===== config.mk =====
export PLATFORM = sky130hd
export DESIGN_NAME = pipe_stage_reg
export DESIGN_NICKNAME = d
export VERILOG_FILES = /design/src/rtl/pipe_stage_reg.sv
export SDC_FILE = /design/constraint.sdc
export NUM_CORES = 1
export LEC_CHECK = 0
export ABC_AREA = 0
export ABC_CLOCK_PERIOD_IN_PS = 3200
export BUFFER_PORTS_ARGS = -buffer_cell sky130_fd_sc_hd__buf_2
export CORE_AREA = 2 2 88 90
export CTS_CLUSTER_DIAMETER = 200
export DETAILED_ROUTE_END_ITERATION = 10
export DIE_AREA = 0 0 90 92
export GPL_ROUTABILITY_DRIVEN = 0
export PLACE_DENSITY = 0.85
export SKIP_CTS_REPAIR_TIMING = 1
export SLEW_MARGIN = 20
export SYNTH_ARGS = -nofsm -noshare
export SYNTH_HDL_FRONTEND = slang
export SYNTH_SLANG_ARGS = --single-unit

===== constraint.sdc =====
create_clock -name clk -period 3.2 [get_ports clk]
set_clock_uncertainty 0.05 [all_clocks]
set_input_delay 0.64 -clock clk [delete_from_list [all_inputs] [get_ports clk]]
set_output_delay 0.64 -clock clk [all_outputs]
set_load 0.1 [all_outputs]

===== src/rtl/pipe_stage_reg.sv =====
`default_nettype none
// ============================================================================
// Module   : pipe_stage_reg
// Function : Elastic pipeline stage register with valid/ready handshake,
//            two-entry skid buffer, synchronous flush, freeze (stall) input
//            and a saturating frozen-cycle counter for performance debug.
// Revision : 1.0 - initial release
// ============================================================================
module pipe_stage_reg #(
  parameter int                 WIDTH     = 32,
  parameter logic [WIDTH-1:0]   RESET_VAL = '0,
  parameter int                 CNT_W     = 16
) (
  input  logic               clk,
  input  logic               rst,
  input  logic               flush,
  input  logic               freeze,
  input  logic               in_valid,
  output logic               in_ready,
  input  logic [WIDTH-1:0]   in_data,
  output logic               out_valid,
  input  logic               out_ready,
  output logic [WIDTH-1:0]   out_data,
  output logic [1:0]         occupancy,
  output logic [CNT_W-1:0]   stall_cnt
);

  // Occupancy states, encoded as {main_valid, skid_valid}; 2'b01 is unreachable.
  localparam logic [1:0] ST_EMPTY = 2'b00;
  localparam logic [1:0] ST_ONE   = 2'b10;
  localparam logic [1:0] ST_FULL  = 2'b11;

  logic             r_main_valid;
  logic [WIDTH-1:0] r_main_data;
  logic             r_skid_valid;
  logic [WIDTH-1:0] r_skid_data;
  logic [CNT_W-1:0] r_stall_cnt;

  logic             w_main_valid_nxt;
  logic [WIDTH-1:0] w_main_data_nxt;
  logic             w_skid_valid_nxt;
  logic [WIDTH-1:0] w_skid_data_nxt;
  logic             w_push;
  logic             w_pop;

  // in_ready looks only at the registered skid bit, so out_ready never
  // reaches upstream combinationally.
  assign in_ready  = ~r_skid_valid & ~freeze & ~flush;
  assign out_valid = r_main_valid & ~freeze;
  assign out_data  = r_main_data;
  assign occupancy = {1'b0, r_main_valid} + {1'b0, r_skid_valid};
  assign stall_cnt = r_stall_cnt;

  assign w_push = in_valid & in_ready;
  assign w_pop  = out_valid & out_ready;

  // Next-state of the main/skid entries: flush squashes, freeze holds.
  always_comb begin
    w_main_valid_nxt = r_main_valid;
    w_main_data_nxt  = r_main_data;
    w_skid_valid_nxt = r_skid_valid;
    w_skid_data_nxt  = r_skid_data;
    if (flush) begin
      w_main_valid_nxt = 1'b0;
      w_main_data_nxt  = RESET_VAL;
      w_skid_valid_nxt = 1'b0;
      w_skid_data_nxt  = RESET_VAL;
    end else if (!freeze) begin
      case ({r_main_valid, r_skid_valid})
        ST_EMPTY: begin
          if (w_push) begin
            w_main_valid_nxt = 1'b1;
            w_main_data_nxt  = in_data;
          end
        end
        ST_ONE: begin
          if (w_push && w_pop) begin
            w_main_data_nxt  = in_data;
          end else if (w_push) begin
            w_skid_valid_nxt = 1'b1;
            w_skid_data_nxt  = in_data;
          end else if (w_pop) begin
            w_main_valid_nxt = 1'b0;
            w_main_data_nxt  = RESET_VAL;
          end
        end
        ST_FULL: begin
          if (w_pop) begin
            w_main_data_nxt  = r_skid_data;
            w_skid_valid_nxt = 1'b0;
            w_skid_data_nxt  = RESET_VAL;
          end
        end
        default: begin
          w_main_valid_nxt = r_main_valid;
        end
      endcase
    end
  end

  // Entry registers with asynchronous reset.
  always_ff @(posedge clk or posedge rst) begin
    if (rst) begin
      r_main_valid <= 1'b0;
      r_main_data  <= RESET_VAL;
      r_skid_valid <= 1'b0;
      r_skid_data  <= RESET_VAL;
    end else begin
      r_main_valid <= w_main_valid_nxt;
      r_main_data  <= w_main_data_nxt;
      r_skid_valid <= w_skid_valid_nxt;
      r_skid_data  <= w_skid_data_nxt;
    end
  end

  // Frozen-cycle counter: counts freeze without flush, sticks at all-ones.
  always_ff @(posedge clk or posedge rst) begin
    if (rst) begin
      r_stall_cnt <= '0;
    end else if (freeze && !flush && (r_stall_cnt != {CNT_W{1'b1}})) begin
      r_stall_cnt <= r_stall_cnt + 1'b1;
    end
  end

endmodule
`default_nettype wire

# After elaboration in Yosys (flattened, before gate mapping)
# Index checks and enable logic that the tools add are counted.
[totals]
output_inout_bits = 52
regBits = 82
inputBits = 38
elab_cells = 61
[classes]
reduce_logical = 11
bitwise = 8
addsub = 2
mux = 23
n_eq_ne = 12
[ops]
columns = ["cell", "n"]
rows = [
  ["32-bit 2-to-1 mux", 10],
  ["32-bit case mux with 3 select lines", 1],
  ["32-bit case mux with 2 select lines", 1],
  ["3-bit inequality test (second input constant)", 6],
  ["16-bit by 1-bit adder with 16-bit output (second input constant)", 1],
  ["16-bit inequality test (second input constant)", 1],
  ["6-bit AND reduction", 2],
  ["1-bit 2-to-1 mux", 9],
  ["4-bit inequality test (second input constant)", 2],
  ["3-bit nonzero test", 2],
  ["1-bit bitwise AND", 5],
  ["5-bit AND reduction", 1],
  ["2-bit == test (second input constant)", 2],
  ["1-bit case mux with 2 select lines", 2],
  ["4-bit nonzero test", 1],
  ["1-bit logical AND", 3],
  ["1-bit inverter", 3],
  ["1-bit by 1-bit adder with 2-bit output", 1],
  ["2-bit zero test", 1],
  ["2-bit inequality test (second input constant)", 1],
  ["1-bit zero test", 1],
]

# Logic depth before layout (Yosys ltp)
# Gate-level depths: netlist (run 1).
[logic_depth]
word_depth = 9
ltp_mapped = 8
mapped_depth_nobuf = 6

# Least setup slack after synthesis (run 1)
# No wires, ideal clock.
[synth_path]
kind = "input to output"
startpoint = "input flush"
endpoint = "output in_ready"
required_ps = 2510
n_path_buf = 1
setup_slack_ps = -353
stages = 2
t_arrival_ps = 2863
cell_sequence = "buf_2 > nor3_1"
[synth_between]
elab_chain_cells = 2
[synth_lines]
columns = ["item", "line", "text"]
rows = [
  ["from (decl)", "16", "input logic flush,"],
  ["1-bit inverter", "48", "assign in_ready = ~r_skid_valid & ~freeze & ~flush;"],
  ["1-bit bitwise AND", "48", ""],
  ["to (decl)", "19", "output logic in_ready,"],
]
# Every way passes these cells.

# Final worst setup path (run 1)
[layout_path]
startpoint = "register r_skid_valid"
endpoint = "output occupancy[1]"
[layout_between]
elab_chain_cells = 1
[layout_lines]
columns = ["item", "line", "text"]
rows = [
  ["from (decl)", "35", "logic r_skid_valid;"],
  ["from (signal assigned)", "111", "r_skid_valid <= w_skid_valid_nxt;"],
  ["1-bit by 1-bit adder with 2-bit output", "51", "assign occupancy = {1'b0, r_main_valid} + {1'b0, r_skid_valid};"],
  ["to (decl)", "24", "output logic [1:0] occupancy,"],
]
# Every way passes these cells.

==> results of run 1 <==
-- Yosys cell counts, drive strengths merged, types with 2 or more instances --
cell	number
a221o	32
a22o	64
a311oi	2
and4	2
buf	12
clkbuf	16
dfrtp	82
ha	4
inv	7
mux2i	2
nand2	7
nand2b	2
nand3	2
nand4	5
nor2	7
nor3	8
nor3b	35
nor4	4
nor4b	2
xor2	11
-- routing by layer --
layer  up-vias  GRT usage, %  part of all wire (%)
met5         -             0                     0
met4         0          10.0                   2.2
met3        22          4.19                   5.9
met2       124          36.7                    48
met1      1565          31.7                    43
li1       1432             -                     -
-- state kept, by name (all words and copies together) (netlist names) --
signal	cells
r_skid_valid	1
r_skid_data	32
out_data	32
stall_cnt	16
r_main_valid	1
-- worst max-delay path by stage --
| stage | end | slack, ns | depth (start not counted) |
|---|---|---|---|
| global placement | r_skid_data[14] | 0.80 | 6 |
| detailed placement | out_data[15] | 0.71 | 8 |
| finish | occupancy[1] | 0.69 | 2 |
| floorplan | out_data[0] | 0.40 | 1 |
| CTS | out_data[15] | 0.67 | 8 |
| global route | out_data[15] | 0.52 | 8 |
-- where the power goes --
part / internal, W / total [W] / leakage (nW) / switching, W
logic: 0.000197 / 0.000917 / 1.13 / 0.000721
registers: 0.00111 / 0.00119 / 1.11 / 0.0000760
clock network: 0.000439 / 0.000806 / 0.107 / 0.000367
total: 0.00175 / 0.00291 / 2.35 / 0.00116
-- final cells by class --
class | instances | share of cell area, %
Clock buffer | 11 | 2.81
Timing Repair Buffer | 99 | 11.4
Tap cell | 102 | 2.73
Multi-Input combinational cell | 205 | 37.0
Clock inverter | 5 | 1.68
Sequential cell | 82 | 43.8
Inverter | 7 | 0.588
-- metrics by stage --
step / util [%] / hold WS, ns / total power [W]
finish: 62.9 / 0.234 / 0.00291
global placement: 60.0 / 0.425 / 0.00210
detailed placement: 60.0 / 0.435 / 0.00212
floorplan: - / 0.416 / 0.00194
global route: 62.9 / 0.279 / 0.00301
CTS: 62.9 / 0.250 / 0.00293
-- worst max-delay path: stages, from the launching register on --
cell and delay, ns:
dfrtp_1 0.48, ha_2 0.48, buf_2 0.50
-- kinds of logic after synthesis --
family,count (synthesis),share of synthesized area [%]
flip-flops,82,52.8
buffers and inverters,35,3.67
AND/OR/NAND/NOR,80,14.1
XOR/XNOR,12,2.70
multiplexers,3,0.804
adder cells (fa/ha/maj),4,1.29
AO/OA/AOI/OAI,106,24.7
==> flow_summary.toml, run 1 <==
[cts]
htreeDepth = 3
clkTransAtPathRegs_ns = 0.09
clk-insertion-delay-late_ns = 0.35
cts_tree = "done"
clock-sinks = 82
clk_path_buf_depth = 2
cts-root-buf = "clkbuf_8"
numCtsBuffers = 9

[setup_path]
end_kind = "output port"
reg2reg_from = "r_skid_valid"
path_max_fanout = 20
r2r-end = "out_data[15]"
worstPathArrival_ns = 1.82
crit_path_start_kind = "flip-flop"
required_ns = 2.51
r2r_cells = 8
critical_path_class = "reg2out"
r2r_slack_ns = 0.69
startpoint = "r_skid_valid"

[synth]
synth_top_area_share_pct = 52.8
synth_largest_area_cell = "dfrtp_1"
async_reset_ff_share_pct = 100
synth.area.top_cells = "dfrtp_1, a22o_1, a221o_1"
synth_warnings = 0
synth.avg_cell_area_um2 = 12.1
synth-seq-area-share_pct = 52.8
ys_types = 39
synthCells = 322
synth_edf_count = 0
synth-main-ff-cell = "dfrtp_1"
syn_area_um2 = 3890
synth-seq-cells = 82
synth_nets = 364

[grt]
overflow = 0
antenna_found_initial = 0
grt_first_pass_wirelength_um = 15500
grt_max_degree = 34
grt_pass1_vias = 3133
globalRouteTotalUtil_pct = 23.2

[pwr]
p_leak_nw = 2.35
ir_worst_vdd_v = 0.000391
p_per_area_nw_per_um2 = 622

[floorplanning]
core_area_um2 = 7450
io_pins = 90
die_h_um = 92
die_w_um = 90
fp-row-count = 32
die_area_um2 = 8280
initial_core_util_pct = 52.2

[placement]
dpl_worst_slack_ns = 0.710
dp_hpwl_um = 6120
place.port_buffers = 89
dp.cells = 495
placed_area_um2 = 4470

[timing]
setup_tns_ns = 0
fmax_ghz = 0.398
max-slew-margin-rel_pct = 48.1
maxSlewViolCount = 0
tightest_slew_ns = 0.771
rsz0062_at_grt = "false"
setup_violations = 0
setup_ws_ns = 0.689
period_share_pct = 78.5
final.min_clock_period_ns = 2.51
timing.final.hold_violations = 0

[drt]
dr_total_vias = 3143
antenna_left = 0
drc = 0
dr.pass1.iters = 5
wl_per_cell_um = 17.9
drt_iter0_drc = 230
via_per_inst = 6.15
totalWireLength_um = 9160

[run_status]
status = "finished, final reports clean"

[layout]
layout_common_cells = "buf_2, dfrtp_1, a22o_1"
diodes = 0
drive_gt1_share_pct = 30.1
seqCellArea_um2 = 2050
final_common_cell = "buf_2"
multi_input_area_um2 = 1730
nFillCells = 592
area_growth_pct = 20.4
fin_area_um2 = 4680
layout.nets = 446
fin_cells = 511

[min_path]
timing.hold.worst.class = "in2async"

[job]
cap_viol_max_count = 0
Power figures use the tool's default switching activity.
==> run 2: changes to the inputs <==
- ABC_CLOCK_PERIOD_IN_PS: 3200 -> 2500
- clock period: 3.2 -> 2.5 ns (I/O delays scaled with it)
==> flow_summary.toml, run 2 (synthesized netlist as in run 1, its figures left out) <==
[layout]
nFillCells = 603
seqCellArea_um2 = 2050
area_growth_pct = 23.9
drive_gt1_share_pct = 31.4
multi_input_area_um2 = 1750
post-route-util_pct = 64.7
final_common_cell = "buf_2"
layout.nets = 448
diodes = 0
layout_common_cells = "buf_2, dfrtp_1, a22o_1"

[cts]
numCtsBuffers = 9
clkTransAtPathRegs_ns = 0.09
clk_path_buf_depth = 2
clk-insertion-delay-late_ns = 0.36
cts_tree = "done"
htreeDepth = 3
clock-sinks = 82
cts-root-buf = "clkbuf_8"

[job]
cap_viol_max_count = 0

[drt]
drt_iter0_drc = 245
totalWireLength_um = 9630
drc = 0
via_per_inst = 6.31
wl_per_cell_um = 18.8
dr_total_vias = 3235
antenna_left = 0
dr.pass1.iters = 5

[setup_path]
required_ns = 2.74
path_cells = "inv_1 > ha_1 > inv_1 > nor4_4 > a311oi_4 > buf_4 > a22o_1"
path_max_fanout = 14
worstPathArrival_ns = 2.54
cpMaxStageDelayCell = "a311oi_4"
worst_path_most_repeated_cell = "inv_1"
critPathMaxStageDelay_ns = 0.58
crit_path_start_kind = "flip-flop"
end_kind = "flip-flop"
critical_path_class = "reg2reg"

[grt]
globalRouteTotalUtil_pct = 23.5
grt_first_pass_wirelength_um = 15600
overflow = 0
antenna_found_initial = 0
grt_max_degree = 67
grt_pass1_vias = 3092

[pwr]
p_per_area_nw_per_um2 = 831
ir_worst_vdd_v = 0.000359
p_leak_nw = 2.39
design_power_total_w = 0.00401

[timing]
tightest_slew_ns = 0.870
period_share_pct = 92.0
timing.final.hold_violations = 0
final.min_clock_period_ns = 2.30
maxSlewViolCount = 0
fmax_ghz = 0.435
max-slew-margin-rel_pct = 42.0
rsz0062_at_grt = "false"
setup_violations = 0

[min_path]
timing.hold.worst.class = "in2async"

[floorplanning]
initial_core_util_pct = 52.2
fp-row-count = 32
die_w_um = 90
die_h_um = 92
io_pins = 90
core_area_um2 = 7450
die_area_um2 = 8280

[run_status]
status = "finished, final reports clean"

[placement]
dp_hpwl_um = 6070
place.port_buffers = 89
-- run 2: cell count changes in the layout (fill, tap and decap cells not counted), moves of 2 or more --
cell,change
buf_12,+3
clkinv_2,-3
bufinv_16,+2
clkbuf_1,-2
clkinvlp_4,+2
dfrtp_1,-2
dfrtp_2,+2
-- run 2: per-layer routing --
metal / GRT usage [%] / wire length [µm] / vias to the layer above
li1: - / - / 1443
met1: 32.1 / 4320 / 1650
met2: 37.8 / 4540 / 131
met3: 5.34 / 600 / 11
met4: 7.18 / 159 / 0
met5: 0 / 0 / -
-- run 2: worst max-delay path: cells and delay by family (launching register included) --
kind	cells	cell delay, ns
and+or+nand+nor	1	0.11
DFF	1	0.46
adders and majority gates	1	0.20
AOI/OAI and AO/OA	2	0.74
buffers and inverters	3	0.67
-- run 2: where the power goes --
| part | total, W | leakage [nW] | internal (W) | switching, W |
|---|---|---|---|---|
| Clock | 0.00128 | 0.133 | 0.000795 | 0.000488 |
| Sequential | 0.00153 | 1.11 | 0.00143 | 0.000104 |
| Combinational | 0.00119 | 1.15 | 0.000260 | 0.000933 |
| Total | 0.00401 | 2.39 | 0.00248 | 0.00152 |
-- run 2: metrics by stage --
stage / worst slack (ns) / TNS (ns) / hold WS (ns) / std cells / instance area [µm²]
after global placement: 0.0470 / 0 / 0.425 / 496 / 4520
after CTS: -0.0566 / -0.586 / 0.0733 / 512 / 4800
after detailed placement: -0.0289 / -0.144 / 0.434 / 496 / 4520
after global routing: 0.0367 / 0 / 0.0886 / 513 / 4820
final: 0.200 / 0 / 0.0776 / 513 / 4820
after floorplan: 0.0128 / 0 / 0.416 / 322 / 3900
-- run 2: worst paths after layout --
kind / start / endpoint / slack, ns / cells after the start
max: r_skid_valid / r_skid_data[8] / 0.20 / 7
min: rst / stall_cnt[12] / 0.08 / 2
max reg2reg: r_skid_valid / r_skid_data[8] / 0.20 / 7
min reg2reg: stall_cnt[0] / stall_cnt[0] / 0.46 / 1
max in group asynchronous: rst / r_skid_data[31] / 1.68 / 3
min in group clk: in_data[19] / r_skid_data[19] / 0.35 / 2
-- run 2: final cells by class --
class                           count  area share, %
Sequential cell                    82           42.6
Multi-Input combinational cell    206           36.4
Timing Repair Buffer              100           12.0
Clock buffer                       10           2.86
Clock inverter                      6           2.83
Tap cell                          102           2.65
Inverter                            7          0.623
